$ cat src/rtl/mem_bus_arbiter.sv
// Two-master round-robin arbiter for the on-chip memory bus (BIU = master 0, DMA/debug = master 1).
// Optional ack watchdog is built when MEM_ARB_WATCHDOG_EN is defined.
module mem_bus_arbiter #(
  parameter int unsigned TIMEOUT_CYCLES = 255
) (
  input  logic        clk_i,
  input  logic        rst_n_i,
  // master 0 (BIU)
  input  logic        m0_stb_i,
  input  logic        m0_we_i,
  input  logic [31:0] m0_adr_i,
  input  logic [31:0] m0_dat_i,
  input  logic [3:0]  m0_sel_i,
  output logic [31:0] m0_dat_o,
  output logic        m0_ack_o,
  output logic        m0_err_o,
  // master 1 (DMA / debug loader)
  input  logic        m1_stb_i,
  input  logic        m1_we_i,
  input  logic [31:0] m1_adr_i,
  input  logic [31:0] m1_dat_i,
  input  logic [3:0]  m1_sel_i,
  output logic [31:0] m1_dat_o,
  output logic        m1_ack_o,
  output logic        m1_err_o,
  input  logic        m1_lock_i,
  // bus switch master port
  output logic        s_cyc_o,
  output logic        s_stb_o,
  output logic        s_we_o,
  output logic [31:0] s_adr_o,
  output logic [31:0] s_dat_o,
  output logic [3:0]  s_sel_o,
  input  logic [31:0] s_dat_i,
  input  logic        s_ack_i,
  output logic [1:0]  grant_o
);

  if (TIMEOUT_CYCLES < 1 || TIMEOUT_CYCLES > 255) begin : g_bad_timeout
    $error("mem_bus_arbiter: TIMEOUT_CYCLES must be within 1..255");
  end

  typedef enum logic [1:0] {
    IDLE = 2'd0,
    GNT0 = 2'd1,
    GNT1 = 2'd2
  } state_e;

  state_e state_q, state_d;
  logic   last_grant_q, last_grant_d;  // index of the master granted most recently
  logic   cur_stb;
  logic   wd_expire;

  // Strobe of whichever master currently owns the bus.
  always_comb begin
    unique case (state_q)
      GNT0:    cur_stb = m0_stb_i;
      GNT1:    cur_stb = m1_stb_i;
      default: cur_stb = 1'b0;
    endcase
  end

`ifdef MEM_ARB_WATCHDOG_EN
  localparam logic [7:0] WD_LAST = 8'(TIMEOUT_CYCLES - 1);

  logic [7:0] wd_cnt_q, wd_cnt_d;

  // Expiry fires on the TIMEOUT_CYCLES-th waiting cycle; a same-cycle ack wins.
  assign wd_expire = (state_q != IDLE) && cur_stb && !s_ack_i && (wd_cnt_q == WD_LAST);

  always_comb begin
    wd_cnt_d = wd_cnt_q;
    if (state_q == IDLE || s_ack_i) begin
      wd_cnt_d = '0;
    end else if (cur_stb) begin
      wd_cnt_d = wd_cnt_q + 8'd1;
    end
  end

  always_ff @(posedge clk_i or negedge rst_n_i) begin
    if (!rst_n_i) begin
      wd_cnt_q <= '0;
    end else begin
      wd_cnt_q <= wd_cnt_d;
    end
  end
`else
  assign wd_expire = 1'b0;
`endif

  // Next-state and last-grant logic.
  always_comb begin
    // NOTE: every always_comb output gets a default first so no path can infer a latch.
    state_d      = state_q;
    last_grant_d = last_grant_q;
    unique case (state_q)
      IDLE: begin
        if (m0_stb_i && m1_stb_i) begin
          state_d = last_grant_q ? GNT0 : GNT1;
        end else if (m0_stb_i) begin
          state_d = GNT0;
        end else if (m1_stb_i) begin
          state_d = GNT1;
        end
      end
      GNT0: begin
        if (s_ack_i || !m0_stb_i || wd_expire) begin
          state_d      = IDLE;
          last_grant_d = 1'b0;
        end
      end
      GNT1: begin
        if (s_ack_i) begin
          state_d      = m1_lock_i ? GNT1 : IDLE;
          last_grant_d = 1'b1;
        end else if (!m1_stb_i || wd_expire) begin
          state_d      = IDLE;
          last_grant_d = 1'b1;
        end
      end
      default: begin
        state_d = IDLE;
      end
    endcase
  end

  always_ff @(posedge clk_i or negedge rst_n_i) begin
    // NOTE: sequential state uses non-blocking assignments so every register samples pre-edge values.
    if (!rst_n_i) begin
      state_q      <= IDLE;
      last_grant_q <= 1'b1;
    end else begin
      state_q      <= state_d;
      last_grant_q <= last_grant_d;
    end
  end

  // Bus multiplexer: the granted master drives the switch, everything else reads as zero.
  always_comb begin
    s_cyc_o  = 1'b0;
    s_stb_o  = 1'b0;
    s_we_o   = 1'b0;
    s_adr_o  = '0;
    s_dat_o  = '0;
    s_sel_o  = '0;
    m0_dat_o = '0;
    m0_ack_o = 1'b0;
    m0_err_o = 1'b0;
    m1_dat_o = '0;
    m1_ack_o = 1'b0;
    m1_err_o = 1'b0;
    grant_o  = 2'b00;
    unique case (state_q)
      GNT0: begin
        grant_o  = 2'b01;
        s_cyc_o  = m0_stb_i && !wd_expire;
        s_stb_o  = m0_stb_i && !wd_expire;
        s_we_o   = m0_we_i;
        s_adr_o  = m0_adr_i;
        s_dat_o  = m0_dat_i;
        s_sel_o  = m0_sel_i;
        m0_dat_o = s_dat_i;
        m0_ack_o = s_ack_i;
        m0_err_o = wd_expire;
      end
      GNT1: begin
        grant_o  = 2'b10;
        s_cyc_o  = m1_stb_i && !wd_expire;
        s_stb_o  = m1_stb_i && !wd_expire;
        s_we_o   = m1_we_i;
        s_adr_o  = m1_adr_i;
        s_dat_o  = m1_dat_i;
        s_sel_o  = m1_sel_i;
        m1_dat_o = s_dat_i;
        m1_ack_o = s_ack_i;
        m1_err_o = wd_expire;
      end
      default: begin
      end
    endcase
  end

endmodule

$ cat config.mk
export PLATFORM = sky130hd
export DESIGN_NAME = mem_bus_arbiter
export DESIGN_NICKNAME = d
export VERILOG_FILES = /design/src/rtl/mem_bus_arbiter.sv
export SDC_FILE = /design/constraint.sdc
export NUM_CORES = 1
export LEC_CHECK = 0
export BUFFER_PORTS_ARGS = -buffer_cell sky130_fd_sc_hd__buf_2
export CORE_AREA = 2 2 122 124
export CTS_BUF_LIST = sky130_fd_sc_hd__clkbuf_8 sky130_fd_sc_hd__clkbuf_16
export DETAILED_ROUTE_END_ITERATION = 12
export DIE_AREA = 0 0 124 126
export PLACE_DENSITY_LB_ADDON = 0.15
export SLEW_MARGIN = 10
export SYNTH_ARGS = -nofsm -noshare
export SYNTH_HDL_FRONTEND = slang
export SYNTH_SLANG_ARGS = --single-unit
$ cat constraint.sdc
create_clock -name clk_i -period 4.7 [get_ports clk_i]
set_clock_uncertainty 0.05 [all_clocks]
set_input_delay 0.94 -clock clk_i [delete_from_list [all_inputs] [get_ports clk_i]]
set_output_delay 0.94 -clock clk_i [all_outputs]
set_load 0.01 [all_outputs]
==> results_dict.tcl <==
set metrics [dict create \
    status "finished, final reports clean" \
    start_util 0.129 \
    hp-class "input port to async pin" \
    arrival_ns 2.36 \
    vias 3069 \
    holdWs_ns 0.460 \
    place.gp.congestion 0.700 \
    maxSlewHeadroom 0.367 \
    cts_root_buf "clkbuf_16" \
    netlist_instances 266 \
    cts.sinks 3 \
    endpoint_kind "primary output" \
    drt-initial-drc-count 73 \
    seqPwrFrac 0.029 \
    cts.reportedPaths.clkPinSlew_ns 0.03 \
    clkLatencyLatePin_ns 0.22 \
    nets 738 \
    crit_required_ns 3.71 \
    setup_violations 0 \
    p_sw_uw 901 \
    p_comb_frac 0.897 \
    hpwl_um 7360 \
    fmax_mhz 299 \
    reg2reg_to "state_q[0]$_DFFE_PN0P_" \
    grt_start_max_net_pins 83 \
    core_area_um2 14300 \
    p_int_uw 901 \
    antenna_found_initial 0 \
    finalCritPeriodShare 0.712 \
    synth_warnings 0 \
    final_area_um2 3590 \
    place_area_um2 3520 \
    cts_made_buffers 3 \
    switching_share 0.500 \
    routed_via_density 4.15 \
    start_kind "flop" \
    syn-cell-area_um2 1840 \
    ir_worst_vdd_mv 0.253 \
    die-area_um2 15600 \
    grt-ovfl-total 0 \
    ys.flop_type "dfrtp_1" \
    netlist.area_leader.share 0.285 \
    cts_tree "built" \
    ff_latch_area_um2 76.3 \
    fillers 1606 \
    ioPinCount 317 \
    r2r_slack_ns 2.58 \
    drv_cap 0 \
    ys_ff_latch 3 \
    crit_start "state_q[0]$_DFFE_PN0P_" \
    die_h_um 126 \
    postRouteAntennaNets 0 \
    report.final.slew_viol_count 0 \
    portBuffers 314 \
    rr_worst_depth 5 \
    drc 0 \
    finalWirelength_um 9000 \
    worstMarginPinSlew_ns 0.949 \
    synth_largest_area_cell "a22oi_1" \
    dr.pass1.iters 4 \
    hold_viol 0 \
    crit_fanout 40 \
    die_width_um 124 \
    r2r-start "state_q[1]$_DFFE_PN0P_" \
    multi_input_area_um2 1600 \
    cts_setup_buffers 0 \
    htreeDepth 1 \
    p_leak_uw 0.00203 \
    path_class "flop to primary output" \
    synth_common_cells "a22oi_1 (70), nor2b_1 (70), and2_1 (66)" \
    fin_setup_tns_ns 0 \
    clock_power_share 0.074 \
    rsz0062_at_grt "false" \
    syn_avg_cell_area_um2 6.93 \
    grt_first_pass_wirelength_um 13100 \
    synth_edf_count 0 \
    syn2layout_area_growth_pct 95.0 \
    ys_types 22 \
    ys_seq_area_frac 0.0414 \
    row_count 44 \
    period_needed_ns 3.35 \
    postCtsHoldBufs 0 \
    diodes 0 \
    grtUsageTotal 0.101 \
    synth.area.top_cells "a22oi_1 (29%), nor2b_1 (24%), and2_1 (22%)" \
    post_cts_resized 0 \
    async_flop_share 1.00 \
    drive_gt1_frac 0.595 \
    cts.path.max_buffers 2 \
    wl_per_cell_um 12.2 \
    p_per_area_nw_per_um2 501 \
    grt_pass1_vias 2924 \
]
-- how the worst max path moves through the flow --
stage / end / slack, ns
after floorplan: s_stb_o / 2.23
after global placement: s_dat_o[5] / 1.62
after detailed placement: s_dat_o[2] / 1.57
after CTS: s_dat_o[2] / 1.32
after global routing: s_dat_o[3] / 1.11
final: s_dat_o[2] / 1.35
-- area by class of cell --
class,count,area share
Clock buffer,3,0.0209
Clock inverter,1,0.00104
Inverter,3,0.00313
Multi-Input combinational cell,227,0.444
Sequential cell,3,0.0212
Tap cell,184,0.0640
Timing Repair Buffer,318,0.446
-- stage by stage --
step | utilization | worst slack (ns) | cells | total power [uW]
after floorplan | - | 2.23 | 267 | 1150
after global placement | 0.246 | 1.62 | 735 | 1710
after detailed placement | 0.246 | 1.57 | 735 | 1710
after CTS | 0.251 | 1.32 | 739 | 1850
after global routing | 0.251 | 1.11 | 739 | 2000
final | 0.251 | 1.35 | 739 | 1800
-- flip-flops by register name (all words and copies together), names as in the netlist --
name and cells:
state_q 2, last_grant_q 1
-- worst max-delay path: stages (launching register included) --
cell and delay (ns):
dfrtp_1 0.43, inv_1 0.16, ha_2 0.77, buf_4 0.37, a22oi_1 0.12, nor2b_1 0.14, buf_2 0.13
-- per-layer routing --
layer  share of wire  global-route usage  vias up
li1                -                   -     1494
met1            0.35               0.101     1376
met2            0.54               0.217      195
met3            0.10              0.0127        4
met4          0.0040              0.0152        0
met5               0                   0        -
-- layout by cell type, fill, tap and decap left out, types with 2 or more instances in the layout --
cell type    n
clkbuf_16    3
o21ai_0      2
nor2_1       2
mux2_4       2
buf_2      314
conb_1       2
inv_1        4
a22oi_1     70
buf_4        4
and2_1      66
ha_2         2
nor2b_1     70
ha_1         3
dfrtp_1      2
-- power groups by stage --
stage	sequential (uW)	combinational, uW	clock [uW]
after global routing	54.3	1810	138
final	51.9	1620	133
after CTS	52.2	1660	137
after detailed placement	52.2	1660	0
after floorplan	48.0	1110	0
after global placement	51.7	1660	0
-- cells by family after synthesis --
group | after synthesis | share of synthesized area
simple gates | 139 | 0.468
compound gates | 77 | 0.322
buf+inv | 37 | 0.104
fa+ha+maj | 6 | 0.0407
mux | 3 | 0.0217
flops | 3 | 0.0414
other cells | 1 | 0.00203
(Power assumes the default switching activity.)
